## config.mk

```make
export PLATFORM = sky130hd
export DESIGN_NAME = posit_op_arbiter
export DESIGN_NICKNAME = d
export VERILOG_FILES = /design/src/rtl/posit_op_arbiter.sv
export SDC_FILE = /design/constraint.sdc
export NUM_CORES = 1
export LEC_CHECK = 0
export ABC_AREA = 0
export CAP_MARGIN = 20
export CORE_ASPECT_RATIO = 1.5
export CORE_UTILIZATION = 35
export DETAILED_ROUTE_END_ITERATION = 10
export DONT_BUFFER_PORTS = 1
export GPL_ROUTABILITY_DRIVEN = 0
export PLACE_DENSITY = 0.59
export SYNTH_ARGS = -nofsm -noshare
export SYNTH_HDL_FRONTEND = slang
export SYNTH_SLANG_ARGS = --single-unit
```

## constraint.sdc

```tcl
create_clock -name clk -period 3.2 [get_ports clk]
set_input_delay 0.64 -clock clk [delete_from_list [all_inputs] [get_ports clk]]
set_output_delay 0.64 -clock clk [all_outputs]
set_load 0.02 [all_outputs]
```

## src/rtl/posit_op_arbiter.sv

```systemverilog
// posit_op_arbiter
// Round-robin arbiter/sequencer sharing one posit arithmetic unit among
// NUM_REQ requesters. One operation is in flight at a time: it is accepted,
// issued to the unit with a single start pulse, and awaited. Its result is
// then returned to the owning requester as a one-cycle response. A watchdog
// aborts operations the unit never finishes and returns NaR instead.
//
// Ports:
//   clk, reset        clock; synchronous active-high reset
//   req_valid/ready   per-requester request handshake (ready is one-hot or 0)
//   req_opcode/a/b    packed per-requester opcode (2b) and operands
//   rsp_valid         one-hot, one-cycle response strobe
//   rsp_result/zero   result and zero flag, held until the next response
//   rsp_timeout       set when the response came from the watchdog
//   unit_start        one-cycle start pulse to the shared unit
//   unit_opcode/a/b   operands to the unit, held for the whole operation
//   unit_done/zero/result  completion inputs from the unit
//   busy              high whenever the FSM is not IDLE
//   dbg_state         current FSM state (IDLE=0, ISSUE=1, WAIT=2, RESP=3)
//
// Handshake: a request transfers on the rising clk edge where
// req_valid[i] && req_ready[i]. req_ready is only raised in IDLE, for the
// single requester chosen by the round-robin search, and never during reset.
// req_valid may be withdrawn at any time before that edge. rsp_valid has no
// backpressure and must be sampled when it is high.

module posit_op_arbiter #(
  parameter int posit_width = 8,
  parameter int NUM_REQ     = 2,
  parameter int TIMEOUT     = 64
) (
  input  logic                           clk,
  input  logic                           reset,
  input  logic [NUM_REQ-1:0]             req_valid,
  output logic [NUM_REQ-1:0]             req_ready,
  input  logic [2*NUM_REQ-1:0]           req_opcode,
  input  logic [posit_width*NUM_REQ-1:0] req_a,
  input  logic [posit_width*NUM_REQ-1:0] req_b,
  output logic [NUM_REQ-1:0]             rsp_valid,
  output logic [posit_width-1:0]         rsp_result,
  output logic                           rsp_zero,
  output logic                           rsp_timeout,
  output logic                           unit_start,
  output logic [1:0]                     unit_opcode,
  output logic [posit_width-1:0]         unit_a,
  output logic [posit_width-1:0]         unit_b,
  input  logic                           unit_done,
  input  logic                           unit_zero,
  input  logic [posit_width-1:0]         unit_result,
  output logic                           busy,
  output logic [1:0]                     dbg_state
);

  localparam int GW = (NUM_REQ > 1) ? $clog2(NUM_REQ) : 1;
  localparam int CW = $clog2(TIMEOUT);

  localparam logic [1:0] S_IDLE  = 2'd0;
  localparam logic [1:0] S_ISSUE = 2'd1;
  localparam logic [1:0] S_WAIT  = 2'd2;
  localparam logic [1:0] S_RESP  = 2'd3;

  localparam logic [CW-1:0]          CNT_LAST = CW'(TIMEOUT - 1);
  localparam logic [posit_width-1:0] NAR      = {1'b1, {(posit_width-1){1'b0}}};

  logic [1:0]             r_state;
  logic [GW-1:0]          r_rr_ptr;
  logic [GW-1:0]          r_grant;
  logic [CW-1:0]          r_cnt;
  logic                   r_done_q;
  logic [1:0]             r_opcode;
  logic [posit_width-1:0] r_a;
  logic [posit_width-1:0] r_b;
  logic [posit_width-1:0] r_rsp_result;
  logic                   r_rsp_zero;
  logic                   r_rsp_timeout;

  logic                   w_gnt_found;
  logic [GW-1:0]          w_gnt_idx;
  logic [1:0]             w_sel_opcode;
  logic [posit_width-1:0] w_sel_a;
  logic [posit_width-1:0] w_sel_b;
  logic                   w_handshake;
  logic                   w_done_rise;
  logic [CW-1:0]          w_cnt_next;

  // First valid requester at or after r_rr_ptr, wrapping modulo NUM_REQ.
  always_comb begin : grant_search
    int idx;
    idx          = 0;
    w_gnt_found  = 1'b0;
    w_gnt_idx    = '0;
    w_sel_opcode = '0;
    w_sel_a      = '0;
    w_sel_b      = '0;
    for (int k = 0; k < NUM_REQ; k++) begin
      idx = int'(r_rr_ptr) + k;
      if (idx >= NUM_REQ) idx = idx - NUM_REQ;
      if (!w_gnt_found && req_valid[idx]) begin
        w_gnt_found  = 1'b1;
        w_gnt_idx    = GW'(idx);
        w_sel_opcode = req_opcode[2*idx +: 2];
        w_sel_a      = req_a[posit_width*idx +: posit_width];
        w_sel_b      = req_b[posit_width*idx +: posit_width];
      end
    end
  end

  assign w_handshake = (r_state == S_IDLE) && !reset && w_gnt_found;
  // Only a fresh rising edge completes an op; a done level left high from
  // the previous op is ignored.
  assign w_done_rise = unit_done & ~r_done_q;
  assign w_cnt_next  = r_cnt + 1'b1;

  always_comb begin
    req_ready = '0;
    rsp_valid = '0;
    if (w_handshake)         req_ready[w_gnt_idx] = 1'b1;
    if (r_state == S_RESP)   rsp_valid[r_grant]   = 1'b1;
  end

  assign unit_start  = (r_state == S_ISSUE);
  assign unit_opcode = r_opcode;
  assign unit_a      = r_a;
  assign unit_b      = r_b;
  assign rsp_result  = r_rsp_result;
  assign rsp_zero    = r_rsp_zero;
  assign rsp_timeout = r_rsp_timeout;
  assign busy        = (r_state != S_IDLE);
  assign dbg_state   = r_state;

  always_ff @(posedge clk) begin
    if (reset) begin
      r_state       <= S_IDLE;
      r_rr_ptr      <= '0;
      r_grant       <= '0;
      r_cnt         <= '0;
      r_done_q      <= 1'b0;
      r_opcode      <= '0;
      r_a           <= '0;
      r_b           <= '0;
      r_rsp_result  <= '0;
      r_rsp_zero    <= 1'b0;
      r_rsp_timeout <= 1'b0;
    end else begin
      r_done_q <= unit_done;
      case (r_state)
        S_IDLE: begin
          if (w_handshake) begin
            r_opcode <= w_sel_opcode;
            r_a      <= w_sel_a;
            r_b      <= w_sel_b;
            r_grant  <= w_gnt_idx;
            r_state  <= S_ISSUE;
          end
        end
        S_ISSUE: begin
          r_cnt   <= '0;
          r_state <= S_WAIT;
        end
        S_WAIT: begin
          // Completion takes priority over a watchdog expiry in the same cycle.
          if (w_done_rise) begin
            r_rsp_result  <= unit_result;
            r_rsp_zero    <= unit_zero;
            r_rsp_timeout <= 1'b0;
            r_state       <= S_RESP;
          end else if (w_cnt_next == CNT_LAST) begin
            r_rsp_result  <= NAR;
            r_rsp_zero    <= 1'b0;
            r_rsp_timeout <= 1'b1;
            r_state       <= S_RESP;
          end else begin
            r_cnt <= w_cnt_next;
          end
        end
        default: begin
          r_rr_ptr <= (r_grant == GW'(NUM_REQ - 1)) ? '0 : r_grant + 1'b1;
          r_state  <= S_IDLE;
        end
      endcase
    end
  end

endmodule

```

==> results.tsv, run 1 <==
stage	metric	value	unit
synthesis	synth_warnings	0	
layout	design.final.nets	249	
detailed_routing	drt_iter0_drc	41	
floorplanning	io_pins	86	
hold_path	min-delay-path-class	in2reg	
sta	final.period_utilization	75.34	%
global_routing	grt_pass1_vias	1406	
sta	fin_hold_ws	0.4079	ns
critical_path	critical_path.max_stage_delay	0.41	ns
synthesis	synthFlopType	sky130_fd_sc_hd__dfxtp_1	
synthesis	postSynthAreaPerCell	9.307	um^2
sta	setup-violations-final	0	
hold_path	hold-path-cell-count	1	
cts	ctsLongestPathBuffers	2	
detailed_routing	remaining_drc_errors	0	
sta	final-hold-violation-count	0	
critical_path	worstSetupPathType	reg2out	
cts	htree_levels	2	
global_routing	antenna_found_initial	0	
sta	clock.fmax	0.4148	GHz
detailed_routing	drt_wl_total	4052	um
place	dpl.hpwl	3078	um
layout	ratio_of_cells_with_drive_above_1_in_the_final_layout	11.34	%
sta	final.setup.tns	0	ns
critical_path	path_delay_family	simple AND/OR/NAND/NOR gates	
job	max-cap-violations	0	
critical_path	critPathSlowestCell	sky130_fd_sc_hd__dfxtp_1	
floorplanning	floorplan.core_area	0.004887	mm^2
detailed_routing	route.vias.total	1410	
layout	syn2layout_area_growth	7.970	%
synthesis	postSynthCellCount	194	
sta	slew_violations	0	
cts	post_cts.resized_instances	0	
global_routing	groute.usage.overall	15.92	%
floorplanning	die_w	60.65	um
cts	path_clk_slew	0.08	ns
critical_path	critPathRequiredTime	2.56	ns
power	worst_ir_drop_vdd	394.0	uV
global_routing	grt_start_max_net_pins	38	
place	detailed_place.area	0.001864	mm^2
critical_path	critPathMaxFanout	4	
detailed_routing	drt-wirelength-per-cell	15.58	um
power	power_density	710.0	mW/mm^2
synthesis	yosys_register_bits	39	
sta	slew-limit-headroom	46.90	%
critical_path	ff2ff_path_depth	4	
critical_path	path_cells	inv_1, ha_1, nand2b_1, or2_1, nor2_1	
global_routing	global_route_wire_length_before_repair	6748	um
synthesis	synth_top_cell_area_share	43.24	%
cts	tritoncts	yes	
critical_path	critPathLaunchType	flop	
layout	final_instance_area	0.001949	mm^2
floorplanning	placement_rows	31	
critical_path	critical_path_arrival	1.77	ns
sta	rsz0062_at_grt	no	
cts	cts.hold.buffers_added	0	
sta	timing.final.crit_period	2.411	ns
floorplanning	floorplan.initialDensity	36.94	%
outcome	run_status	completed	
layout	num_antenna_cells	0	
synthesis	synth_sequential_area_ratio	43.24	%
critical_path	cp.depth	5	
floorplanning	chipHeight	89.97	um
critical_path	worst-path-buf-inv	1	
synthesis	synthArstFlopShare	0	%
synthesis	synth_area_leader_cell	sky130_fd_sc_hd__dfxtp_1	
floorplanning	fp.dieArea	0.005456	mm^2
synthesis	synth.lib_cells_used.distinct	46	
critical_path	reg2reg_slack	1.15	ns
sta	skew	0.002206	ns
critical_path	cp-end-kind	output pin	
detailed_routing	drt-vias-per-instance	5.423	
global_routing	global_route.overflow_total	0	
cts	cts_made_buffers	5	
synthesis	synth_edf_count	0	
detailed_routing	detail_route.first_pass.iterations	4	
synthesis	synth.top_cells.by_area	sky130_fd_sc_hd__dfxtp_1 (43%), sky130_fd_sc_hd__a22oi_1 (7.5%), sky130_fd_sc_hd__nand3_1 (6.1%), sky130_fd_sc_hd__o21ai_0 (5.5%), sky130_fd_sc_hd__ha_1 (4.2%)	
cts	clock_latency	0.29	ns
cts	clk_sink_count	39	
synthesis	netlist_area_pre_place	0.001805	mm^2
power	leakage	0.6868	nW
sta	worst_slew_pin_slew	0.7918	ns
detailed_routing	route.antenna.remaining_nets	0	
cts	post-cts-setup-buffer-count	0	
synthesis	synth.net_count	250	
place	port_bufs	0	
cts	root_buffer	sky130_fd_sc_hd__clkbuf_8	
==> Yosys cell counts, types with 3 or more instances <==
cell                       instances
sky130_fd_sc_hd__inv_1             9
sky130_fd_sc_hd__ha_1              6
sky130_fd_sc_hd__a22oi_1          18
sky130_fd_sc_hd__nor2b_1           3
sky130_fd_sc_hd__dfxtp_1          39
sky130_fd_sc_hd__clkbuf_1          7
sky130_fd_sc_hd__a22o_1            8
sky130_fd_sc_hd__o21ai_0          20
sky130_fd_sc_hd__buf_2             4
sky130_fd_sc_hd__a21oi_1           4
sky130_fd_sc_hd__nand2_1           7
sky130_fd_sc_hd__nor2_1            6
sky130_fd_sc_hd__nand3_1          22
==> cell type report <==
type                    instances  area (um^2)
clock buffers                   6        72.57
clock inverters                 2        12.51
fillers                       538         2938
inverters                      10        37.54
multi-input cells             134        940.9
flip-flops and latches         39        780.7
well taps                      66        82.58
repair buffers                  3        22.52
==> state kept, by name, summed over array words and instances, names as in the netlist <==
register,count
unit_a,8
rsp_result,8
unit_opcode,2
r_done_q,1
r_rr_ptr,1
rsp_timeout,1
rsp_zero,1
r_grant,1
r_cnt,6
dbg_state,2
unit_b,8
==> routing by layer <==
layer | routed length, um | vias up | share of wire (%) | GRT usage [%]
met3 | 300 | 7 | 7.4 | 5.180
met4 | 72 | 0 | 1.8 | 6.439
met1 | 1580 | 631 | 39 | 17.73
li1 | - | 716 | - | -
met5 | 0 | - | 0 | 0
met2 | 2099 | 56 | 52 | 26.83
==> final timing paths <==
path	startpoint	endpoint
max	dbg_state[0]	req_ready[0]
min	reset	dbg_state[0]
max reg2reg	dbg_state[1]	rsp_result[0]
min reg2reg	r_cnt[5]	r_cnt[5]
==> through the flow <==
| step | power [mW] | setup slack, ns | utilization, % | std cells |
|---|---|---|---|---|
| 6_report | 1.384 | 0.7892 | 39.89 | 260 |
| 5_1_grt | 1.469 | 0.6784 | 39.89 | 260 |
| 4_1_cts | 1.407 | 0.7719 | 39.89 | 260 |
| 3_5_place_dp | 1.074 | 1.110 | 38.15 | 252 |
| 3_3_place_gp | 1.069 | 1.131 | 38.15 | 252 |
| 2_1_floorplan | 0.9997 | 0.7779 | - | 194 |
==> logic make-up (layout without fill, tap and decap cells) <==
kind of cell	Yosys count	in the layout	share of synthesized area (%)
buffers and inverters	21	21	4.643
adder cells (fa/ha/maj)	6	6	4.158
AO/OA/AOI/OAI	68	68	27.31
XOR/XNOR	3	3	2.911
AND/OR/NAND/NOR	55	55	16.63
flip-flops	39	39	43.24
multiplexers	2	2	1.109
==> power breakdown <==
| group | internal (mW) | switching, mW |
|---|---|---|
| sequential | 0.565 | 0.147 |
| combinational | 0.120 | 0.223 |
| clock | 0.152 | 0.177 |
| total | 0.837 | 0.547 |
==> placed cells by master (no fill, tap or decap), drive strengths merged, types with 2 or more instances in the layout <==
cell,n
clkbuf,6
ha,6
nand2,7
nand2b,2
a21boi,2
o21ai,22
and3,2
and2,2
buf,3
inv,9
nand3,23
or2,2
xnor2,2
mux2i,2
dfxtp,39
nor2b,3
a21oi,4
o211ai,3
a22oi,18
a31oi,3
nor2,7
clkinv,2
or3,3
a22o,8
Note: power is estimated with default switching activity, not from simulation.
==> inputs of run 2 (changes only) <==
Settings changed: ABC_AREA 0 to 1, PLACE_DENSITY 0.59 to 0.61.
Clock period 3.2 ns to 2.02 ns, I/O delays scaled along.
==> run 2 against run 1 <==
Via count up 65%. Clock power up 100%. Hold slack worse by 0.24 ns. Total power up 100%. Wire length up 54%. Largest power group unchanged.
==> results.tsv, run 2 <==
stage	metric	value	unit	change
outcome	run_status	completed		unchanged
critical_path	critPathRequiredTime	1.62	ns	was 2.56 ns
global_routing	antenna_found_initial	0		unchanged
critical_path	critPathSlowestCell	sky130_fd_sc_hd__dfxtp_1		unchanged
layout	layout.cells.most_common_list	sky130_fd_sc_hd__nand2_1 (157), sky130_fd_sc_hd__a21oi_1 (50), sky130_fd_sc_hd__dfxtp_1 (39)		was sky130_fd_sc_hd__dfxtp_1 (39), sky130_fd_sc_hd__nand3_1 (22), sky130_fd_sc_hd__o21ai_0 (20)
synthesis	synth_area_leader_cell	sky130_fd_sc_hd__dfxtp_1		unchanged
cts	post-cts-setup-buffer-count	0		unchanged
critical_path	critPathMaxFanout	10		was 4
cts	cts_made_buffers	5		unchanged
detailed_routing	route.vias.total	2332		was 1410
synthesis	synth_top_cell_area_share	34.23	%	was 43.24%
sta	slew-limit-headroom	56.39	%	was 46.90%
power	worst_ir_drop_vdd	394.5	uV	was 394.0 uV
synthesis	synth_warnings	0		unchanged
critical_path	path_cells	inv_1, ha_1, inv_1, nor2_1, o21ai_2, nor2_4		was inv_1, ha_1, nand2b_1, or2_1, nor2_1
critical_path	reg2reg_slack	0.26	ns	was 1.15 ns
synthesis	postSynthCellCount	374		was 194
critical_path	critical_path.max_stage_delay	0.31	ns	was 0.41 ns
place	port_bufs	0		unchanged
floorplanning	die_w	67.92	um	was 60.65 um
layout	ratio_of_cells_with_drive_above_1_in_the_final_layout	7.487	%	was 11.34%
cts	cts.hold.buffers_added	0		unchanged
cts	clk_sink_count	39		unchanged
place	dpl.hpwl	4457	um	was 3078 um
critical_path	worst-path-buf-inv	2		was 1
detailed_routing	drt_wl_total	6240	um	was 4052 um
global_routing	grt_start_max_net_pins	39		was 38
floorplanning	io_pins	86		unchanged
layout	syn2layout_area_growth	9.325	%	was 7.970%
synthesis	synthArstFlopShare	0	%	unchanged
synthesis	synth.top_cells.by_area	sky130_fd_sc_hd__dfxtp_1 (34%), sky130_fd_sc_hd__nand2_1 (26%), sky130_fd_sc_hd__a21oi_1 (11%), sky130_fd_sc_hd__nand3_1 (5.0%), sky130_fd_sc_hd__inv_1 (4.4%)		was sky130_fd_sc_hd__dfxtp_1 (43%), sky130_fd_sc_hd__a22oi_1 (7.5%), sky130_fd_sc_hd__nand3_1 (6.1%), sky130_fd_sc_hd__o21ai_0 (5.5%), sky130_fd_sc_hd__ha_1 (4.2%)
layout	filler_cell_count	677		was 538
power	leakage	1.150	nW	was 0.6868 nW
synthesis	synth.lib_cells_used.distinct	20		was 46
floorplanning	floorplan.core_area	0.006218	mm^2	was 0.004887 mm^2
synthesis	ys_top_cells_by_count	sky130_fd_sc_hd__nand2_1 (157), sky130_fd_sc_hd__a21oi_1 (50), sky130_fd_sc_hd__dfxtp_1 (39), sky130_fd_sc_hd__inv_1 (27), sky130_fd_sc_hd__nand3_1 (23)		was sky130_fd_sc_hd__dfxtp_1 (39), sky130_fd_sc_hd__nand3_1 (22), sky130_fd_sc_hd__o21ai_0 (20), sky130_fd_sc_hd__a22oi_1 (18), sky130_fd_sc_hd__inv_1 (9)
power	power_frac_seq	42.0	%	was 51.5%
sta	setup-violations-final	0		unchanged
sta	rsz0062_at_grt	no		unchanged
detailed_routing	route.antenna.remaining_nets	0		unchanged
hold_path	min-delay-path-class	in2reg		unchanged
power	power_switching_share	42.27	%	was 39.50%
sta	final.setup.tns	0	ns	unchanged
detailed_routing	drt-vias-per-instance	5.205		was 5.423
synthesis	synth_sequential_area_ratio	34.23	%	was 43.24%
sta	skew	0.007117	ns	was 0.002206 ns
synthesis	synth.net_count	430		was 250
cts	tritoncts	yes		unchanged
sta	final-hold-violation-count	0		unchanged
floorplanning	fp.dieArea	0.006851	mm^2	was 0.005456 mm^2
sta	final.period_utilization	93.06	%	
global_routing	global_route_wire_length_before_repair	10090	um	was 6748 um
floorplanning	chipHeight	100.9	um	was 89.97 um
power	proportion_of_power_drawn_by_the_clock_network	24.1	%	was 23.8%
detailed_routing	detail_route.first_pass.iterations	4		unchanged
cts	clock_latency	0.29	ns	about the same
critical_path	critPathLaunchType	flop		unchanged
cts	root_buffer	sky130_fd_sc_hd__clkbuf_8		unchanged
critical_path	crit_top_cell	sky130_fd_sc_hd__inv_1		
critical_path	path_delay_family	simple AND/OR/NAND/NOR gates		unchanged
global_routing	grt_pass1_vias	2253		was 1406
synthesis	synthFlopType	sky130_fd_sc_hd__dfxtp_1		unchanged
place	dp_slack	0.2894	ns	was 1.110 ns
synthesis	yosys_register_bits	39		unchanged
critical_path	worstSetupPathType	reg2out		unchanged
sta	worst_slack	0.1401	ns	was 0.7892 ns
global_routing	groute.usage.overall	19.21	%	was 15.92%
floorplanning	placement_rows	35		was 31
detailed_routing	remaining_drc_errors	0		unchanged
cts	path_clk_slew	0.08	ns	about the same
layout	design.final.nets	429		was 249
synthesis	post-synth-top-count-cell	sky130_fd_sc_hd__nand2_1		was sky130_fd_sc_hd__dfxtp_1
cts	htree_levels	2		unchanged
synthesis	netlist_area_pre_place	0.002281	mm^2	was 0.001805 mm^2
global_routing	global_route.overflow_total	0		unchanged
detailed_routing	drt_iter0_drc	73		was 41
power	internal-power	1.596	mW	was 837.4 uW
sta	timing.final.crit_period	1.880	ns	
critical_path	cp-end-kind	output pin		unchanged
sta	slew_violations	0		unchanged
layout	mostFrequentLayoutCell	sky130_fd_sc_hd__nand2_1		was sky130_fd_sc_hd__dfxtp_1
detailed_routing	drt-wirelength-per-cell	13.93	um	was 15.58 um
power	combinationalPowerShare	33.9	%	was 24.7%
sta	worst_slew_pin_slew	0.6525	ns	was 0.7918 ns
critical_path	critical_path_arrival	1.48	ns	was 1.77 ns
job	max-cap-violations	0		unchanged
layout	num_antenna_cells	0		unchanged
cts	ctsLongestPathBuffers	2		unchanged
sta	clock.fmax	0.5319	GHz	
floorplanning	floorplan.initialDensity	36.68	%	was 36.94%
synthesis	postSynthAreaPerCell	6.099	um^2	was 9.307 um^2
synthesis	synth_edf_count	0		unchanged
power	p_switching	1.169	mW	was 546.6 uW
power	power_density	1109	mW/mm^2	was 710.0 mW/mm^2
-- run 2: stage by stage --
stage,std cells,cell area [um^2],hold slack [ns],power (mW),utilization [%]
detailed placement,440,2374,0.4759,2.118,38.17
finish,448,2494,0.1715,2.765,40.10
CTS,448,2489,0.1624,2.788,40.02
global route,448,2494,0.1493,2.971,40.10
floorplan,374,2282,0.4489,1.860,-
global placement,440,2374,0.4618,2.105,38.17
-- run 2: metal layers --
layer,vias up,global-route usage [%],wire length [um]
met5,-,0,0
met4,0,6.731,76
met3,6,5.543,485
met2,87,34.65,3217
met1,1041,20.52,2460
li1,1198,-,-
-- run 2: what timing repair did --
item,4_1_cts,5_1_grt
setup endpoints to repair,1,1
hold endpoints to repair,0,0
resized for setup,1,1
cloned,0,0
-- run 2: logic make-up after synthesis --
logic type / share of synthesized area, %
adders and majority gates: 3.291
and+or+nand+nor: 36.86
DFF: 34.23
buffers and inverters: 8.393
AOI/OAI and AO/OA: 17.22
-- run 2: worst register-to-register path: cells and delay by family, from the launching register on --
kind            cells  cell delay, ns
flops               1            0.33
fa+ha+maj           1            0.22
simple gates        1            0.06
compound gates      3            0.53
buf+inv             3            0.53
-- run 2: worst paths after layout --
| check | startpoint | end | cells after the start |
|---|---|---|---|
| setup reg to reg | dbg_state[0] | unit_b[0] | 8 |
| hold / removal | reset | rsp_result[2] | 1 |
| setup / recovery | dbg_state[0] | req_ready[0] | 6 |
| hold reg to reg | r_cnt[5] | r_cnt[5] | 2 |
-- run 2: layout make-up --
cell class | count | area, um^2 | area share (%)
Multi-Input combinational cell | 288 | 1320 | 52.94
Sequential cell | 39 | 780.7 | 31.31
Inverter | 28 | 105.1 | 4.215
Tap cell | 74 | 92.59 | 3.713
Timing Repair Buffer | 11 | 82.58 | 3.312
Clock buffer | 5 | 68.82 | 2.760
Clock inverter | 3 | 43.79 | 1.756
-- run 2: power groups by stage --
stage                     combinational [mW]  sequential [mW]  clock (mW)
after floorplan                        0.692             1.17           0
after global placement                 0.924             1.18           0
after detailed placement               0.940             1.18           0
after CTS                              0.946             1.16       0.679
after global routing                    1.07             1.18       0.715
final                                  0.938             1.16       0.666
